[src/rtl/dmem_arbiter.sv]
// dmem_arbiter: arbitrates core and debug access to the data memory; the debug port can lock out the core.
// Optional round-robin arbitration under contention is enabled by DMEM_ARB_ROUND_ROBIN_EN.
module dmem_arbiter #(
  parameter int ADDR_WIDTH = 32
) (
  input  logic                  i_Clock,
  input  logic                  i_Reset,
  input  logic                  i_CoreReq,
  input  logic                  i_CoreWriteEnable,
  input  logic [ADDR_WIDTH-1:0] i_CoreAddress,
  input  logic [31:0]           i_CoreDataIn,
  output logic                  o_CoreGrant,
  output logic                  o_CoreDataValid,
  output logic [31:0]           o_CoreDataOut,
  output logic                  o_CoreError,
  input  logic                  i_DbgReq,
  input  logic                  i_DbgWriteEnable,
  input  logic [ADDR_WIDTH-1:0] i_DbgAddress,
  input  logic [31:0]           i_DbgDataIn,
  input  logic                  i_DbgLock,
  output logic                  o_DbgGrant,
  output logic                  o_DbgDataValid,
  output logic [31:0]           o_DbgDataOut,
  output logic                  o_DbgError,
  output logic                  o_MemWriteEnable,
  output logic [ADDR_WIDTH-1:0] o_MemAddress,
  output logic [31:0]           o_MemDataIn,
  input  logic [31:0]           i_MemDataOut,
  input  logic                  i_MemAddressMisaligned
);
  typedef enum logic {OPEN, DBG_LOCKED} state_t;
  state_t state, nextState;
  logic lockedNow, dbgFirst;
  logic respCore, respDbg, respErr;
  logic [31:0] coreHold, dbgHold;
`ifdef DMEM_ARB_ROUND_ROBIN_EN
  logic contested;
  assign contested = !i_Reset && !lockedNow && i_CoreReq && i_DbgReq;
  // after a contested grant the loser gets priority next time
  always_ff @(posedge i_Clock)
    if (i_Reset) dbgFirst <= 1'b0;
    else if (contested) dbgFirst <= o_CoreGrant;
`else
  assign dbgFirst = 1'b0;
`endif
  always_comb begin
    lockedNow = state == DBG_LOCKED && i_DbgLock;
    o_DbgGrant = !i_Reset && i_DbgReq && (lockedNow || !i_CoreReq || dbgFirst);
    o_CoreGrant = !i_Reset && !lockedNow && i_CoreReq && !(i_DbgReq && dbgFirst);
    nextState = (lockedNow || (o_DbgGrant && i_DbgLock)) ? DBG_LOCKED : OPEN;
    o_MemAddress = o_DbgGrant ? i_DbgAddress : i_CoreAddress;
    o_MemDataIn = o_DbgGrant ? i_DbgDataIn : i_CoreDataIn;
    o_MemWriteEnable = !i_MemAddressMisaligned &&
                       (o_CoreGrant ? i_CoreWriteEnable : o_DbgGrant && i_DbgWriteEnable);
  end
  always_ff @(posedge i_Clock)
    if (i_Reset) state <= OPEN;
    else state <= nextState;
  always_ff @(posedge i_Clock)
    if (i_Reset) begin
      respCore <= 1'b0;
      respDbg <= 1'b0;
      respErr <= 1'b0;
      coreHold <= '0;
      dbgHold <= '0;
    end else begin
      respCore <= o_CoreGrant;
      respDbg <= o_DbgGrant;
      respErr <= i_MemAddressMisaligned;
      if (respCore) coreHold <= i_MemDataOut;
      if (respDbg) dbgHold <= i_MemDataOut;
    end
  // a response pending across a reset cycle is dropped
  assign o_CoreDataValid = respCore && !i_Reset;
  assign o_DbgDataValid = respDbg && !i_Reset;
  assign o_CoreError = o_CoreDataValid && respErr;
  assign o_DbgError = o_DbgDataValid && respErr;
  assign o_CoreDataOut = i_Reset ? '0 : respCore ? i_MemDataOut : coreHold;
  assign o_DbgDataOut = i_Reset ? '0 : respDbg ? i_MemDataOut : dbgHold;
endmodule

[config.mk]
export PLATFORM = sky130hd
export DESIGN_NAME = dmem_arbiter
export DESIGN_NICKNAME = d
export VERILOG_FILES = /design/src/rtl/dmem_arbiter.sv
export SDC_FILE = /design/constraint.sdc
export NUM_CORES = 1
export LEC_CHECK = 0
export BUFFER_PORTS_ARGS = -buffer_cell sky130_fd_sc_hd__buf_2
export CELL_PAD_IN_SITES_DETAIL_PLACEMENT = 0
export CELL_PAD_IN_SITES_GLOBAL_PLACEMENT = 1
export CORE_MARGIN = 5
export CORE_UTILIZATION = 28
export DETAILED_ROUTE_END_ITERATION = 10
export PLACE_DENSITY = 0.91
export SYNTH_ARGS = -nofsm -noshare
export SYNTH_HDL_FRONTEND = slang
export SYNTH_SLANG_ARGS = --single-unit
[constraint.sdc]
create_clock -name i_Clock -period 1.8 [get_ports i_Clock]
set_input_delay 0.09 -clock i_Clock [delete_from_list [all_inputs] [get_ports i_Clock]]
set_output_delay 0.09 -clock i_Clock [all_outputs]
set_load 0.03 [all_outputs]
---- Yosys cells after proc, flatten, opt, wreduce, memory -nomap -nowiden ----
Cells that the tools add are included.
operators by class
  add/sub/neg operators ................... 0
  divide/modulo/power cells ............... 0
  equality and inequality tests ........... 0
  bitwise logic cells ..................... 0
  $mul .................................... 0
  multiplexer cells ....................... 8
  reduce and logical (&&, ||, !) cells .... 18
  shift-type cells ........................ 0
  $lt $le $gt $ge ......................... 0
operators by type and width
  operator            number
  two-way mux 32 bit  6
  logical AND 1 bit   12
  zero test 1 bit     4
  logical OR 1 bit    2
  two-way mux 1 bit   2
word-level totals
  bits in latches ......................... 0
  output and inout bits ................... 135
  bits of input ports ..................... 168
  register bits ........................... 68
  RAM bits ................................ 0
  memories ................................ 0
  memory bits (read-only) ................. 0

---- Longest topological paths before layout ----
Gate-level depths: netlist of the first run.
  depth after elaboration ................. 6
  mapped depth ............................ 5
  mapped depth without buffers ............ 3

---- Worst setup path before layout of the first run ----
Ideal clock, no wire load.
  path kind ............................... flip-flop to flip-flop
  from .................................... register respCore
  to ...................................... register coreHold[10]
  cell stages (with the launch flop) ...... 5
  library setup time ...................... 171 ps
  path buffers ............................ 2
  setup slack ............................. 371 ps
  arrival time ............................ 1,257 ps
  cell sequence ........................... dfxtp_1 -> buf_2 -> buf_2 -> mux2i_1 -> nor2_1
between the ends
  word-level cells in the longest chain between the ends .. 2
RTL lines
  what                             RTL line  RTL
  start, declared                  34        logic respCore, respDbg, respErr;
  start signal, assigned           67        respCore <= o_CoreGrant;
  two-way mux 32 bit (2 in a row)  --
  net o_CoreDataOut[10]            14        output logic [31:0] o_CoreDataOut,
  end signal, assigned             70        if (respCore) coreHold <= i_MemDataOut;
  end, declared                    35        logic [31:0] coreHold, dbgHold;
The timed path passes the listed nets, and every way through them passes these cells.
A chain may end at the register's enable or synchronous reset.

---- Final worst setup path of the first run ----
  from .................................... register state
  to ...................................... output o_MemDataIn[23]
between the ends
  word-level cells in the longest chain between the ends .. 4
RTL lines
  what                    RTL line  RTL
  start, declared         32        state_t state, nextState;
  start signal, assigned  58        else state <= nextState;
  logical AND 1 bit       47        lockedNow = state == DBG_LOCKED && i_DbgLock;
  logical OR 1 bit        48        o_DbgGrant = !i_Reset && i_DbgReq && (lockedNow || !i_CoreReq || dbgFirst);
  logical AND 1 bit       48
  two-way mux 32 bit      52        o_MemDataIn = o_DbgGrant ? i_DbgDataIn : i_CoreDataIn;
  end, declared           27        output logic [31:0] o_MemDataIn,
No other way between the ends.

==> results of run 1 <==
==> what timing repair did <==
action                     4_1_cts  5_1_grt
pin swaps                        1        2
setup endpoints to repair       58       61
setup buffers                    1        2
gates cloned                     1        6
hold buffers                     0        0
resized for setup               54       81
==> per-layer routing <==
metal	vias to the layer above	part of all wire (%)	GRT usage, %	wire length [µm]
met2	179	52	32.1	7450
met3	14	8.7	5.24	1240
met4	0	1.9	5.17	272
met5	-	0	0	0
met1	1592	37	18.8	5280
li1	1657	-	-	-
==> synth_stat cells <==
master / n
dfxtp_1: 68
nor2_1: 67
mux2i_1: 64
mux2_4: 38
mux2_2: 26
buf_2: 8
clkbuf_1: 8
buf_12: 3
inv_1: 3
nor2b_1: 3
and3b_1: 2
buf_4: 2
buf_8: 2
a21bo_4: 1
a21oi_1: 1
and2b_2: 1
nand2_1: 1
nand2_4: 1
nand4_1: 1
nor3b_1: 1
o21ai_0: 1
==> cell families (layout without fill, tap and decap cells) <==
group                  after synthesis  after routing  synth area share [%]
AND/OR/NAND/NOR                     77             78                  9.56
buffers and inverters               26            338                  5.48
multiplexers                       128            128                  44.2
AO/OA/AOI/OAI                        3              3                 0.772
flip-flops                          68             68                  40.0
==> power breakdown <==
group          switching, µW  internal, µW  leakage [µW]
registers               18.4          1570      0.000556
clock network            704          1080      0.000138
logic                    728           599       0.00243
total                   1450          3250       0.00312
==> critical path, delay by kind of cell, from the launching register on <==
family	cells	cell delay (ns)
AO/OA/AOI/OAI	1	0.26
buffers and inverters	2	0.33
flip-flops	1	0.33
multiplexers	1	0.33
AND/OR/NAND/NOR	1	0.14
==> final cells by class <==
| cell class | count | area [µm²] |
|---|---|---|
| fill | 1109 | 6090 |
| timing repair buffer | 319 | 2090 |
| multi-input combinational | 209 | 1920 |
| sequential | 68 | 1370 |
| clock buffer | 9 | 225 |
| tap | 147 | 184 |
| clock inverter | 7 | 75.1 |
| inverter | 3 | 11.3 |
==> metrics by stage <==
step           TNS, ns  utilization (%)  total power (µW)  std cells
2_1_floorplan        0                -              2360        302
6_report             0             49.1              4700        762
5_1_grt         -0.429             49.1              4880        762
3_3_place_gp         0             42.1              2760        736
4_1_cts         -0.104             46.3              4650        754
3_5_place_dp         0             42.1              2780        736
==> flip-flops by register name, indices dropped and copies added (netlist names) <==
signal / flops
coreHold: 32
dbgHold: 32
respCore: 1
respDbg: 1
respErr: 1
state: 1
==> worst paths after layout <==
check,start,to,slack (ns),cells past startpoint
min reg2reg,coreHold[20],coreHold[20],0.50,2
max,state,o_MemDataIn[23],0.002,5
max reg2reg,respCore,coreHold[11],0.72,3
min,i_MemAddressMisaligned,respErr,0.02,2
==> impl_metrics.csv, run 1 <==
group,metric,value,unit
logic_synthesis,yosys-top-cells-area,"dfxtp_1 (40%), mux2i_1 (19%), mux2_4 (17%)",
global_routing,antenna_found_initial,0,
global_routing,grt.overflow.total,0,
floorplanning,ios,303,
placed_design,io_buffers,302,
critical_path,crit_required,1.71,ns
critical_path,crit_slowest_cell,"dfxtp_2",
flow_run,max_cap_violations,0,
final_layout,fin_nets,778,
clock_tree,cts_tree,"done",
critical_path,crit_path_max_fanout,7,
clock_tree,clk_path_buf_depth,2,
floorplanning,start_util,28.5,%
drt,drt-wirelength-per-cell,18.7,µm
sta,rsz0062_at_grt,"yes",
clock_tree,insertion_delay,0.32,ns
logic_synthesis,syn-num-nets,470,
sta,maxSlewViolCount,0,
sta,layout_setup_ws,0.00164,ns
final_layout,layout-drive-gt1-share,66.0,%
clock_tree,numCtsBuffers,9,
placed_design,post_dp_cell_area,5040,µm²
logic_synthesis,ys_seq_elements,68,
sta,relSlewSlack,74.7,%
drt,drc,0,
critical_path,crit_type,"reg -> out",
sta,hold_slack,0.0177,ns
clock_tree,cts-root-buf,"clkbuf_16",
global_routing,grt_first_pass_wirelength,19.6,mm
drt,via_count,3442,
floorplanning,die_area,14500,µm²
sta,min_period_over_period,99.9,%
global_routing,grt_pass1_vias,3633,
logic_synthesis,yosysTopAreaCell,"dfxtp_1",
floorplanning,fp.dieH,120,µm
pwr,power_density,800,nW/µm²
logic_synthesis,seq_area_frac_synth,40.0,%
critical_path,worstPathArrival,1.71,ns
critical_path,crit_chain,"a21bo_4 > nand2_8 > clkbuf_16 > mux2_4 > buf_6",
drt,wl,14.2,mm
critical_path,end_kind,"output pin",
clock_tree,cts_num_sinks,68,
placed_design,routabilityCongestion,0.868,
logic_synthesis,synth_area_per_cell,11.3,µm²
logic_synthesis,netlist_instances,302,
sta,finalSetupViolCount,0,
logic_synthesis,ys_types,21,
floorplanning,coreArea,12000,µm²
sta,hold_violations,0,
final_layout,final_cell_mix,"buf_2 (251), nor2_1 (67), dfxtp_1 (65)",
outcome,status,"finished clean",
sta,skew,0.00752,ns
min_path,min_path_type,"in -> reg",
drt,antenna_left,0,
clock_tree,h-tree-depth,3,
floorplanning,rows,40,
logic_synthesis,yosys_warnings,0,
sta,fin_crit,1.80,ns
placed_design,place_ws,0.211,ns
critical_path,worst_setup_path_start_kind,"flop",
final_layout,syn_to_final_growth,72.5,%
global_routing,grt_max_degree,38,
drt,dr.pass1.iters,4,
logic_synthesis,synth_top_cell_area_share,40.0,%
final_layout,diodes,0,
placed_design,dp_hpwl,10.7,mm
clock_tree,clk_pin_slew_worst_paths,0.06,ns
critical_path,slowest_delay,0.33,ns
pwr,leakagePower,0.00312,µW
sta,timing.fmax,556,MHz
final_layout,final_area,5870,µm²
floorplanning,die_w,120,µm
pwr,ir_drop,460,µV
drt,drt-initial-drc-count,111,
logic_synthesis,synthesis.area,3400,µm²
global_routing,grtUsageTotal,17.3,%
drt,vias_per_cell,4.52,
final_layout,layout_commonest_cell,"buf_2",
sta,tightest_slew,0.379,ns
(Power assumes the default switching activity.)
==> run 2, diff against run 1 <==
--- a/config.mk
+++ b/config.mk
@@ -8,6 +8,7 @@
 export BUFFER_PORTS_ARGS = -buffer_cell sky130_fd_sc_hd__buf_2
 export CELL_PAD_IN_SITES_DETAIL_PLACEMENT = 0
 export CELL_PAD_IN_SITES_GLOBAL_PLACEMENT = 1
+export CORE_ASPECT_RATIO = 1.2
 export CORE_MARGIN = 5
 export CORE_UTILIZATION = 28
 export DETAILED_ROUTE_END_ITERATION = 10
==> impl_metrics.csv, run 2 (synthesis gave the netlist of run 1 again) <==
group,metric,value,unit
global_routing,grt_first_pass_wirelength,18.5,mm
min_path,min_from,"i_MemAddressMisaligned",
min_path,min_path_type,"in -> reg",
critical_path,crit_slowest_cell,"mux2_2",
final_layout,seq_area,1370,µm²
floorplanning,coreArea,12000,µm²
final_layout,final_area,5500,µm²
clock_tree,numCtsBuffers,9,
final_layout,layout-drive-gt1-share,65.8,%
final_layout,layout_commonest_cell,"buf_2",
critical_path,crit_required,1.71,ns
sta,timing.fmax,558,MHz
min_path,hold_depth,2,
floorplanning,rows,44,
sta,tightest_slew,0.709,ns
critical_path,crit_type,"reg -> out",
drt,via_count,3433,
critical_path,worst_setup_path_start_kind,"flop",
critical_path,rrSetupSlack,0.64,ns
sta,maxSlewViolCount,0,
sta,finalSetupViolCount,0,
global_routing,grt.overflow.total,0,
sta,min_period_over_period,99.5,%
sta,hold_violations,0,
sta,rsz0062_at_grt,"yes",
placed_design,placed_cells,752,
final_layout,syn_to_final_growth,61.7,%
critical_path,rr_endpoint,"dbgHold[4]",
final_layout,fin_util,45.9,%
clock_tree,ctsHoldBuffers,0,
critical_path,r2r_start,"respDbg",
critical_path,crit_chain,"a21bo_4 > nand2_8 > buf_6 > mux2_2 > buf_2",
global_routing,grt_max_degree,74,
sta,relSlewSlack,52.7,%
outcome,status,"finished clean",
drt,vias_per_cell,4.44,
final_layout,finalNonFillerCells,774,
pwr,ir_drop,692,µV
final_layout,nFillCells,1193,
sta,fin_crit,1.79,ns
pwr,leakagePower,0.00294,µW
global_routing,antenna_found_initial,1,
sta,skew,0.00320,ns
clock_tree,cts_tree,"done",
critical_path,worstPathArrival,1.70,ns
critical_path,slowest_delay,0.34,ns
drt,dr.pass1.iters,4,
floorplanning,start_util,28.4,%
final_layout,fin_nets,775,
clock_tree,clk_path_buf_depth,2,
floorplanning,ios,303,
flow_run,max_cap_violations,0,
global_routing,grtUsageTotal,16.1,%
drt,drt-wirelength-per-cell,16.9,µm
drt,antenna_left,0,
floorplanning,die_area,14500,µm²
floorplanning,die_w,111,µm
pwr,power_density,822,nW/µm²
clock_tree,clk_pin_slew_worst_paths,0.06,ns
drt,wl,13.1,mm
final_layout,multiInputGateArea,1880,µm²
drt,drc,0,
placed_design,io_buffers,302,
final_layout,final_cell_mix,"buf_2 (294), nor2_1 (67), dfxtp_1 (65)",
drt,drt-initial-drc-count,134,
clock_tree,insertion_delay,0.32,ns
clock_tree,h-tree-depth,3,
floorplanning,fp.dieH,131,µm
placed_design,post_dp_cell_area,5060,µm²
critical_path,end_kind,"output pin",
placed_design,dp_hpwl,10.6,mm
placed_design,routabilityCongestion,0.923,
final_layout,top_regs,"coreHold (32), dbgHold (32)",
global_routing,grt_pass1_vias,3392,
critical_path,worstRegToRegCells,3,
clock_tree,cts-root-buf,"clkbuf_16",
critical_path,crit_path_max_fanout,9,
min_path,min_to,"respErr",
clock_tree,cts_num_sinks,68,
## run 2: timing repair
action / in CTS / in global routing
setup endpoints to repair: 57 / 50
cloned: 0 / 2
buffers inserted: 2 / 1
gates resized for setup: 3 / 29
## run 2: worst max-delay path: cells and delay by family, from the launching register on
kind                   cells  cell delay, ns
AO/OA/AOI/OAI              1            0.25
buffers and inverters      2            0.34
flip-flops                 1            0.32
multiplexers               1            0.34
AND/OR/NAND/NOR            1            0.12
## run 2: how the worst max path moves through the flow
stage | start | endpoint | cells past startpoint
floorplan | respCore | coreHold[10] | 4
global placement | state | o_MemDataIn[1] | 5
detailed placement | state | o_MemDataIn[1] | 5
CTS | state | o_MemAddress[31] | 5
global route | state | o_MemAddress[17] | 5
finish | state | o_MemAddress[12] | 5
## run 2: final cells by class
class	instances	share of cell area, %
inverters	3	0.205
well taps	161	3.66
flip-flops and latches	68	24.8
multi-input cells	209	34.1
clock buffers	9	4.09
diodes	1	0.0455
clock inverters	7	1.36
repair buffers	316	31.8
## run 2: stage by stage
step	hold slack (ns)	setup WS (ns)	total power (µW)	setup TNS [ns]
finish	0.0114	0.00929	4520	0
global route	0.0346	-0.0498	4730	-0.979
CTS	0.00437	-0.0368	4550	-0.503
detailed placement	0.354	0.202	2760	0
global placement	0.345	0.220	2750	0
floorplan	0.218	0.371	2360	0
## run 2: where the power goes
part	internal, µW	switching, µW	total (µW)
Combinational	496	681	1180
Clock	1080	674	1750
Sequential	1570	21.3	1590
Total	3150	1380	4520
## run 2: routing by layer
layer | GRT usage [%] | part of all wire [%]
met5 | 0 | 0
met4 | 8.12 | 3.5
met3 | 5.48 | 7.6
met2 | 26.8 | 50
met1 | 18.7 | 39
